==> src/rtl/imem_loader.sv <==
// ---------------------------------------------------------------------------
// imem_loader
//
// Boot-time instruction-memory loader. Receives a byte stream, assembles it
// little-endian into 32-bit words and writes them to consecutive
// instruction-memory addresses starting at 0. The core's fetch stage is held
// stalled until the load finishes.
//
// Build option:
//   LOADER_CHECKSUM_EN  when defined, a running XOR of all payload bytes is
//                       kept. One trailing checksum byte is accepted after the
//                       last word, and err_o flags a mismatch. When undefined,
//                       the CHECK state and the XOR logic are absent and err_o
//                       is tied low.
//
// Parameters:
//   ADDR_WIDTH  word-address width (memory depth 2**ADDR_WIDTH words)
//   DATA_WIDTH  instruction word width (32)
//
// Ports:
//   clk           clock, all logic on the rising edge
//   rst           synchronous active-high reset; aborts any load in progress
//   start_i       begin a load (only looked at in IDLE and DONE)
//   word_count_i  number of words to load; saturated to 2**ADDR_WIDTH
//   byte_valid_i  source presents a byte
//   byte_data_i   byte payload
//   byte_ready_o  loader accepts a byte this cycle
//   imem_we_o     instruction-memory write strobe (one cycle per word)
//   imem_addr_o   word address of the write
//   imem_wdata_o  word to write
//   core_hold_o   high = fetch stage stalled
//   busy_o        load in progress
//   done_o        last load finished
//   err_o         checksum mismatch
//
// Handshake: a byte transfers on a rising edge where byte_valid_i and
// byte_ready_o are both high. The source keeps byte_valid_i/byte_data_i
// steady until that edge; byte_ready_o does not depend on byte_valid_i.
//
// The current FSM state is held in the `state` signal (type state_t) for
// checkers to observe.
// ---------------------------------------------------------------------------
module imem_loader #(
  parameter int ADDR_WIDTH = 8,
  parameter int DATA_WIDTH = 32
) (
  input  logic                  clk,
  input  logic                  rst,
  input  logic                  start_i,
  input  logic [ADDR_WIDTH:0]   word_count_i,
  input  logic                  byte_valid_i,
  input  logic [7:0]            byte_data_i,
  output logic                  byte_ready_o,
  output logic                  imem_we_o,
  output logic [ADDR_WIDTH-1:0] imem_addr_o,
  output logic [DATA_WIDTH-1:0] imem_wdata_o,
  output logic                  core_hold_o,
  output logic                  busy_o,
  output logic                  done_o,
  output logic                  err_o
);

  localparam int CW = ADDR_WIDTH + 1;
  localparam logic [CW-1:0] MAX_WORDS = {1'b1, {ADDR_WIDTH{1'b0}}};

`ifdef LOADER_CHECKSUM_EN
  typedef enum logic [2:0] {
    S_IDLE, S_RECV, S_WRITE, S_CHECK, S_DONE
  } state_t;
`else
  typedef enum logic [2:0] {
    S_IDLE, S_RECV, S_WRITE, S_DONE
  } state_t;
`endif

  state_t                  state;
  state_t                  state_nxt;
  logic [CW-1:0]           word_count;
  logic [CW-1:0]           word_idx;
  logic [1:0]              byte_idx;
  logic [23:0]             word_buf;   // bytes 0..2 of the word being built
  logic                    byte_ready_q;
  logic                    imem_we_q;
  logic [ADDR_WIDTH-1:0]   imem_addr_q;
  logic [DATA_WIDTH-1:0]   imem_wdata_q;
  logic                    core_hold_q;
  logic                    busy_q;
  logic                    done_q;
  logic                    byte_xfer;

`ifdef LOADER_CHECKSUM_EN
  logic [7:0]              xor_q;
  logic                    err_q;
`endif

  assign byte_xfer = byte_valid_i && byte_ready_q;

  // Next-state decode only; all state and outputs live in the always_ff.
  always_comb begin
    state_nxt = state;
    case (state)
      S_IDLE, S_DONE: begin
        if (start_i) begin
          // A zero-length load finishes at once; no checksum byte expected.
          state_nxt = (word_count_i == '0) ? S_DONE : S_RECV;
        end
      end
      S_RECV: begin
        if (byte_xfer && byte_idx == 2'd3) state_nxt = S_WRITE;
      end
      S_WRITE: begin
        if (word_idx + 1'b1 == word_count) begin
`ifdef LOADER_CHECKSUM_EN
          state_nxt = S_CHECK;
`else
          state_nxt = S_DONE;
`endif
        end else begin
          state_nxt = S_RECV;
        end
      end
`ifdef LOADER_CHECKSUM_EN
      S_CHECK: begin
        if (byte_xfer) state_nxt = S_DONE;
      end
`endif
      default: state_nxt = S_IDLE;
    endcase
  end

  always_ff @(posedge clk) begin
    if (rst) begin
      state        <= S_IDLE;
      word_count   <= '0;
      word_idx     <= '0;
      byte_idx     <= '0;
      word_buf     <= '0;
      byte_ready_q <= 1'b0;
      imem_we_q    <= 1'b0;
      imem_addr_q  <= '0;
      imem_wdata_q <= '0;
      core_hold_q  <= 1'b1;
      busy_q       <= 1'b0;
      done_q       <= 1'b0;
`ifdef LOADER_CHECKSUM_EN
      xor_q        <= '0;
      err_q        <= 1'b0;
`endif
    end else begin
      case (state)
        S_IDLE, S_DONE: begin
          if (start_i) begin
            word_count <= (word_count_i > MAX_WORDS) ? MAX_WORDS : word_count_i;
            word_idx   <= '0;
            byte_idx   <= '0;
`ifdef LOADER_CHECKSUM_EN
            xor_q      <= '0;
            err_q      <= 1'b0;
`endif
          end
        end
        S_RECV: begin
          if (byte_xfer) begin
            byte_idx <= byte_idx + 2'd1;
`ifdef LOADER_CHECKSUM_EN
            xor_q    <= xor_q ^ byte_data_i;
`endif
            case (byte_idx)
              2'd0: word_buf[7:0]   <= byte_data_i;
              2'd1: word_buf[15:8]  <= byte_data_i;
              2'd2: word_buf[23:16] <= byte_data_i;
              default: begin
                // Fourth byte: the word is complete, present it for WRITE.
                imem_wdata_q <= DATA_WIDTH'({byte_data_i, word_buf});
                imem_addr_q  <= word_idx[ADDR_WIDTH-1:0];
              end
            endcase
          end
        end
        S_WRITE: begin
          word_idx <= word_idx + 1'b1;
        end
`ifdef LOADER_CHECKSUM_EN
        S_CHECK: begin
          if (byte_xfer) err_q <= (byte_data_i != xor_q);
        end
`endif
        default: ;
      endcase

      // Outputs are registered as a decode of the state being entered.
      state        <= state_nxt;
`ifdef LOADER_CHECKSUM_EN
      byte_ready_q <= (state_nxt == S_RECV) || (state_nxt == S_CHECK);
      busy_q       <= (state_nxt == S_RECV) || (state_nxt == S_WRITE) ||
                      (state_nxt == S_CHECK);
`else
      byte_ready_q <= (state_nxt == S_RECV);
      busy_q       <= (state_nxt == S_RECV) || (state_nxt == S_WRITE);
`endif
      imem_we_q    <= (state_nxt == S_WRITE);
      done_q       <= (state_nxt == S_DONE);
      core_hold_q  <= (state_nxt != S_DONE);
    end
  end

  assign byte_ready_o = byte_ready_q;
  assign imem_we_o    = imem_we_q;
  assign imem_addr_o  = imem_addr_q;
  assign imem_wdata_o = imem_wdata_q;
  assign core_hold_o  = core_hold_q;
  assign busy_o       = busy_q;
  assign done_o       = done_q;
`ifdef LOADER_CHECKSUM_EN
  assign err_o        = err_q;
`else
  assign err_o        = 1'b0;
`endif

endmodule

==> config.mk <==
export PLATFORM = sky130hd
export DESIGN_NAME = imem_loader
export DESIGN_NICKNAME = d
export VERILOG_FILES = /design/src/rtl/imem_loader.sv
export SDC_FILE = /design/constraint.sdc
export NUM_CORES = 1
export LEC_CHECK = 0
export BUFFER_PORTS_ARGS = -buffer_cell sky130_fd_sc_hd__buf_2
export CAP_MARGIN = 20
export CORE_UTILIZATION = 45
export CTS_BUF_LIST = sky130_fd_sc_hd__clkbuf_16
export CTS_CLUSTER_DIAMETER = 100
export DETAILED_ROUTE_END_ITERATION = 8
export HOLD_SLACK_MARGIN = 0.1
export PLACE_DENSITY_LB_ADDON = 0.3
export SLEW_MARGIN = 20
export SYNTH_ARGS = -nofsm -noshare
export SYNTH_HDL_FRONTEND = slang
export SYNTH_SLANG_ARGS = --single-unit
==> constraint.sdc <==
create_clock -name clk -period 2.7 [get_ports clk]
set_input_delay 0.405 -clock clk [delete_from_list [all_inputs] [get_ports clk]]
set_output_delay 0.405 -clock clk [all_outputs]
set_load 0.01 [all_outputs]
==> results.cfg, run 1 <==
[status]
status = finished, final reports clean

[route]
drcViolationCount = 0
first_pass_iters = 4
first_iter_violations = 176
drt-total-wl_um = 8350
antenna_left = 0
via_per_inst = 5.24
wire_per_inst_um = 13.3
via_count = 3294

[cells_and_area]
drive_above_1_share_pct = 18.2
finalInstanceArea_um2 = 4430
fill_cells = 726
antenna_cells = 0
area_delta_synth_final_pct = 18.5
layout.nets = 550

[pwr]
cellPowerDensity_nw_per_um2 = 615
vdd_drop_max_mv = 0.339
leakagePower_uw = 0.00171

[clock_tree]
post_cts_buffers = 0
clk_pin_slew_ns = 0.06
clockBufferDepth = 2
cts_hold_buf = 0
root_buffer = clkbuf_16
postCtsResizedCells = 0
numCtsBuffers = 9
cts.htree.levels = 3
clock-sinks = 92
cts_tree = done
clk_latency_ns = 0.34

[die]
ios = 67
core_area_um2 = 7890
die_h_um = 93.1
start_util_pct = 47.4
rows = 32
die-area_um2 = 8670
die_x_um = 93.1

[setup_path]
crit_path_max_fanout = 8
critical-path-slowest-cell = dfxtp_1
worstPathRequired_ns = 2.93
end_kind = flop
critPathArrivalTime_ns = 2.44
worstSetupPathType = flop to flop
crit_buf_inv = 0
slowest_delay_ns = 0.49
path_delay_family = compound AO/OA/AOI/OAI gates
start_kind = flop
crit_chain = ha_1 -> and3_1 -> and3_2 -> xnor2_1 -> o2111a_1 -> a32oi_2 -> a22o_1

[run]
maxCapViolations = 0

[sta]
setup_viol = 0
period_share_pct = 82.0
clock_skew_ns = 0.00803
fin_tns_setup_ns = 0
hold_viol_final = 0
layout_setup_ws_ns = 0.487
worst_slew_pin_slew_ns = 0.535
fmax_ghz = 0.452
slew_violations = 0
relSlewSlack_pct = 64.2
rsz0062_at_grt = false
min_period_ns = 2.21

[min_path]
hold_class = input port to flop

[synthesis]
ys_ff_latch = 92
syn_area_um2 = 3740
synth-main-ff-cell = dfxtp_1
syn_inst = 468
synth_seq_area_share_pct = 49.3
ys_warn_count = 0
avgSynthCellArea_um2 = 7.98
netlist-cell-type-count = 44
async_flop_share_pct = 0
synth_edf_count = 0

[grt]
grt_pass1_vias = 3014
gr-total-overflow = 0
grt_antenna_before_repair = 0
grtUsageTotal_pct = 20.6
grt_max_degree = 76
grt_pass1_wl_um = 14200

[placement]
port_buffers = 65
dpl_cell_area_um2 = 4130
pre_cts_slack_ns = 0.545
hpwl_um = 5490
place.gp.congestion = 0.809
[worst min-delay path, stage by stage]
cell,delay (ns)
buf_2,0.10
nand3b_1,0.07
a21oi_1,0.06
[final timing paths]
kind | cells past startpoint | startpoint | slack (ns) | to
max | 7 | word_idx[0] | 0.49 | busy_o
min | 3 | word_count_i[3] | 0.35 | word_count[3]
max reg2reg | 7 | word_idx[0] | 0.49 | busy_o
min reg2reg | 2 | imem_wdata_o[5] | 0.45 | imem_wdata_o[5]
[registers in the layout, summed over array words and instances, names as in the netlist]
signal and flops:
word_buf 24, core_hold_o 1, imem_we_o 1, byte_ready_o 1
imem_addr_o 8, byte_idx 2, state 3, busy_o 1
word_idx 9, imem_wdata_o 32, word_count 9, done_o 1
[cells in the final DEF (no fill, tap or decap), drive strengths merged]
cell type  synthesis  final
and2               6      6
a21o               2      2
nor3              10     10
and4               1      1
conb               1      2
nor4b              2      2
nor4               3      3
o2111a             1      1
bufinv             0      1
a211o              1      1
nor2              17     17
inv                5      6
nand3              6      6
dfxtp             92     92
a32oi              1      1
nor2b              2      2
buf               10     73
or3                1      1
and3               3      3
o21ai              8      8
ha                 6      6
clkbuf            20      9
or2                4      4
clkinv             0      2
nand2b             3      3
a31oi              1      1
nand3b             8      8
a21oi             82     82
nand2            149    149
a22oi              3      3
nor3b              2      2
clkinvlp           0      2
a22o               1      1
xnor2              8      8
nand4              4      4
xor2               5      5
[metal layers]
metal / share of wire [%] / track usage [%]
met4: 1.4 / 6.92
met1: 48 / 28.3
met5: 0 / 0
met2: 45 / 32.8
met3: 4.7 / 3.33
[stage by stage]
stage,utilization (%),std cells,hold slack [ns],total power [µW]
2_1_floorplan,-,469,0.432,1460
3_3_place_gp,52.3,614,0.440,1500
3_5_place_dp,52.3,614,0.445,1500
4_1_cts,56.1,629,0.352,2740
5_1_grt,56.1,629,0.354,2820
6_report,56.1,629,0.353,2720
[cell type report]
type,count,area (µm²),share of cell area (%)
flip-flops and latches,92,1840,41.6
multi-input cells,342,1740,39.3
repair buffers,73,398,8.99
clock buffers,9,225,5.09
well taps,102,128,2.88
clock inverters,6,73.8,1.67
inverters,5,18.8,0.424
[cells in the mapped netlist, types with 2 or more instances]
| master | number | area share (%) |
|---|---|---|
| nor2_1 | 17 | 1.7 |
| nor3_1 | 10 | 1.3 |
| nand3_1 | 6 | 0.80 |
| buf_4 | 3 | 0.60 |
| nor2b_1 | 2 | 0.33 |
| xor2_1 | 5 | 1.2 |
| inv_1 | 5 | 0.50 |
| o21ai_1 | 4 | 0.54 |
| a21o_1 | 2 | 0.40 |
| buf_2 | 5 | 0.67 |
| and2_1 | 6 | 1.0 |
| o21ai_0 | 4 | 0.54 |
| or2_1 | 2 | 0.33 |
| and3_1 | 2 | 0.33 |
| nand4_1 | 3 | 0.50 |
| nand3b_1 | 8 | 1.6 |
| dfxtp_1 | 92 | 49 |
| nor3b_1 | 2 | 0.40 |
| ha_1 | 6 | 2.0 |
| a21oi_1 | 82 | 11 |
| a22oi_1 | 3 | 0.60 |
| nand2_1 | 149 | 15 |
| nand2b_1 | 3 | 0.50 |
| nor4b_1 | 2 | 0.47 |
| xnor2_1 | 7 | 1.6 |
| clkbuf_1 | 20 | 2.0 |
[logic make-up after synthesis]
logic type | count (synthesis) | synth area share (%)
simple gates | 221 | 26.7
compound gates | 100 | 14.4
flops | 92 | 49.3
buf+inv | 35 | 4.19
xor+xnor | 13 | 3.25
fa+ha+maj | 6 | 2.01
other cells | 1 | 0.100
[where the power goes]
part / internal [µW] / total [µW] / switching, µW
clock: 722 / 1250 / 533
combinational: 34.2 / 98.0 / 63.8
sequential: 1360 / 1370 / 7.12
total: 2120 / 2720 / 604
No activity file was read; power rests on OpenSTA's default activity.
==> run 2, diff against run 1 <==
- clock period: 2.7 -> 2 ns (I/O delays scaled with it)
==> run 2 against run 1 <==
Clock power increased by 35%. First-iteration DRC count is 8.5% lower. Utilization is 0.84 points higher. Register-to-register slack got worse by 0.39 ns. Highest routed layer unchanged.
==> results.cfg, run 2 (synthesis results as in run 1) <==
[min_path]
hold_class = input port to flop
min_to = word_buf[15]
min_from = byte_data_i[7]
holdPathStages = 3

[clock_tree]
clockBufferDepth = 2
cts_tree = done
cts.htree.levels = 3
numCtsBuffers = 9
clk_pin_slew_ns = 0.07
root_buffer = clkbuf_16
clk_latency_ns = 0.33
clock-sinks = 92
cts_hold_buf = 0

[setup_path]
reg2reg_depth = 7
worstSetupPathType = flop to flop
critPathArrivalTime_ns = 2.13
crit_path_max_fanout = 8
reg2reg_to = busy_o
worstPathRequired_ns = 2.23
r2r-start = word_idx[0]
end_kind = flop
start_kind = flop
r2r_slack_ns = 0.1

[sta]
period_share_pct = 95.2
rsz0062_at_grt = false
worst_slew_pin_slew_ns = 0.534
clock_skew_ns = 0.00755
setup_viol = 0
fin_tns_setup_ns = 0
min_period_ns = 1.90
relSlewSlack_pct = 64.3
hold_ws_ns = 0.253
hold_viol_final = 0
fmax_ghz = 0.525
slew_violations = 0

[route]
highest-signal-layer = met4
m1WireLength_um = 3940
drt-total-wl_um = 8240
via_per_inst = 5.08
wl_met3_um = 424
drcViolationCount = 0
first_iter_violations = 161
via_count = 3224
antenna_left = 0
wire_per_inst_um = 13.0
met2WireLength_um = 3770
first_pass_iters = 5

[pwr]
switching_share_pct = 22.0
power_switching_uw = 807
clock_power_share_pct = 45.9
leakagePower_uw = 0.00173
comb_power_share_pct = 3.6
p_int_uw = 2860
total_power_uw = 3670
vdd_drop_max_mv = 0.610
seq_power_share_pct = 50.4
cellPowerDensity_nw_per_um2 = 817

[grt]
grt_antenna_before_repair = 0
grt_max_degree = 55
grtUsageTotal_pct = 20.4
gr-total-overflow = 0
grt_pass1_wl_um = 14000
grt_pass1_vias = 3001

[cells_and_area]
largest_reg_flops = 32
layout_commonest_cell = nand2_1
layout.nets = 556
finalInstanceArea_um2 = 4490
drive_above_1_share_pct = 19.3
area_delta_synth_final_pct = 20.3
layout_common_cells = 149 x nand2_1, 92 x dfxtp_1, 82 x a21oi_1, 65 x buf_2, 17 x nor2_1
antenna_cells = 0
fill_cells = 710

[status]
status = finished, final reports clean

[placement]
hpwl_um = 5650
dpl_cell_area_um2 = 4170
port_buffers = 65
place.gp.congestion = 0.868

[die]
ios = 67
start_util_pct = 47.4
die_x_um = 93.1
die-area_um2 = 8670
die_h_um = 93.1
rows = 32
core_area_um2 = 7890

[run]
maxCapViolations = 0
run 2: through the flow:
step	util (%)	setup WS, ns	std cells
3_3_place_gp	52.9	0.0848	620
6_report	57.0	0.0954	635
2_1_floorplan	-	0.0832	469
5_1_grt	57.0	0.00492	635
4_1_cts	56.7	0.0684	635
3_5_place_dp	52.9	0.0351	620
run 2: worst max-delay path by stage:
stage           startpoint         to  slack (ns)  cells after the start
5_1_grt        word_idx[0]     busy_o       0.005                      7
3_3_place_gp   word_idx[0]     busy_o        0.08                      7
3_5_place_dp   word_idx[0]  imem_we_o        0.04                      7
6_report       word_idx[0]     busy_o         0.1                      7
2_1_floorplan  word_idx[0]     busy_o        0.08                      8
4_1_cts        word_idx[0]  imem_we_o        0.07                      7
run 2: area by class of cell:
cell class	count	area [µm²]	share of cell area (%)
Clock buffer	9	225	5.01
Timing Repair Buffer	79	443	9.86
Clock inverter	6	71.3	1.59
Sequential cell	92	1840	41.0
Multi-Input combinational cell	342	1770	39.3
Inverter	5	18.8	0.418
Tap cell	102	128	2.84
run 2: repair_timing:
action                     in CTS  in global routing
pin swaps                       0                  1
setup buffers                   0                  0
setup endpoints to repair       1                  3
gates resized for setup         1                  2
run 2: critical path, stage by stage (launching register included):
cell	delay [ns]
dfxtp_1	0.34
ha_4	0.20
and3_1	0.19
and3_2	0.23
xnor2_1	0.17
o2111a_1	0.28
a32oi_4	0.16
a22o_1	0.23
run 2: power by group through the flow:
| stage | clock (µW) | combinational (µW) | sequential, µW |
|---|---|---|---|
| after floorplan | 0 | 76.2 | 1890 |
| after global placement | 0 | 129 | 1890 |
| after detailed placement | 0 | 131 | 1890 |
| after CTS | 1710 | 131 | 1850 |
| after global routing | 1790 | 147 | 1850 |
| final | 1690 | 134 | 1850 |
run 2: layer usage:
metal | vias to the layer above | global-route usage (%)
met3 | 10 | 3.25
met4 | 0 | 8.21
met5 | - | 0
met2 | 76 | 31.9
li1 | 1674 | -
met1 | 1464 | 28.0
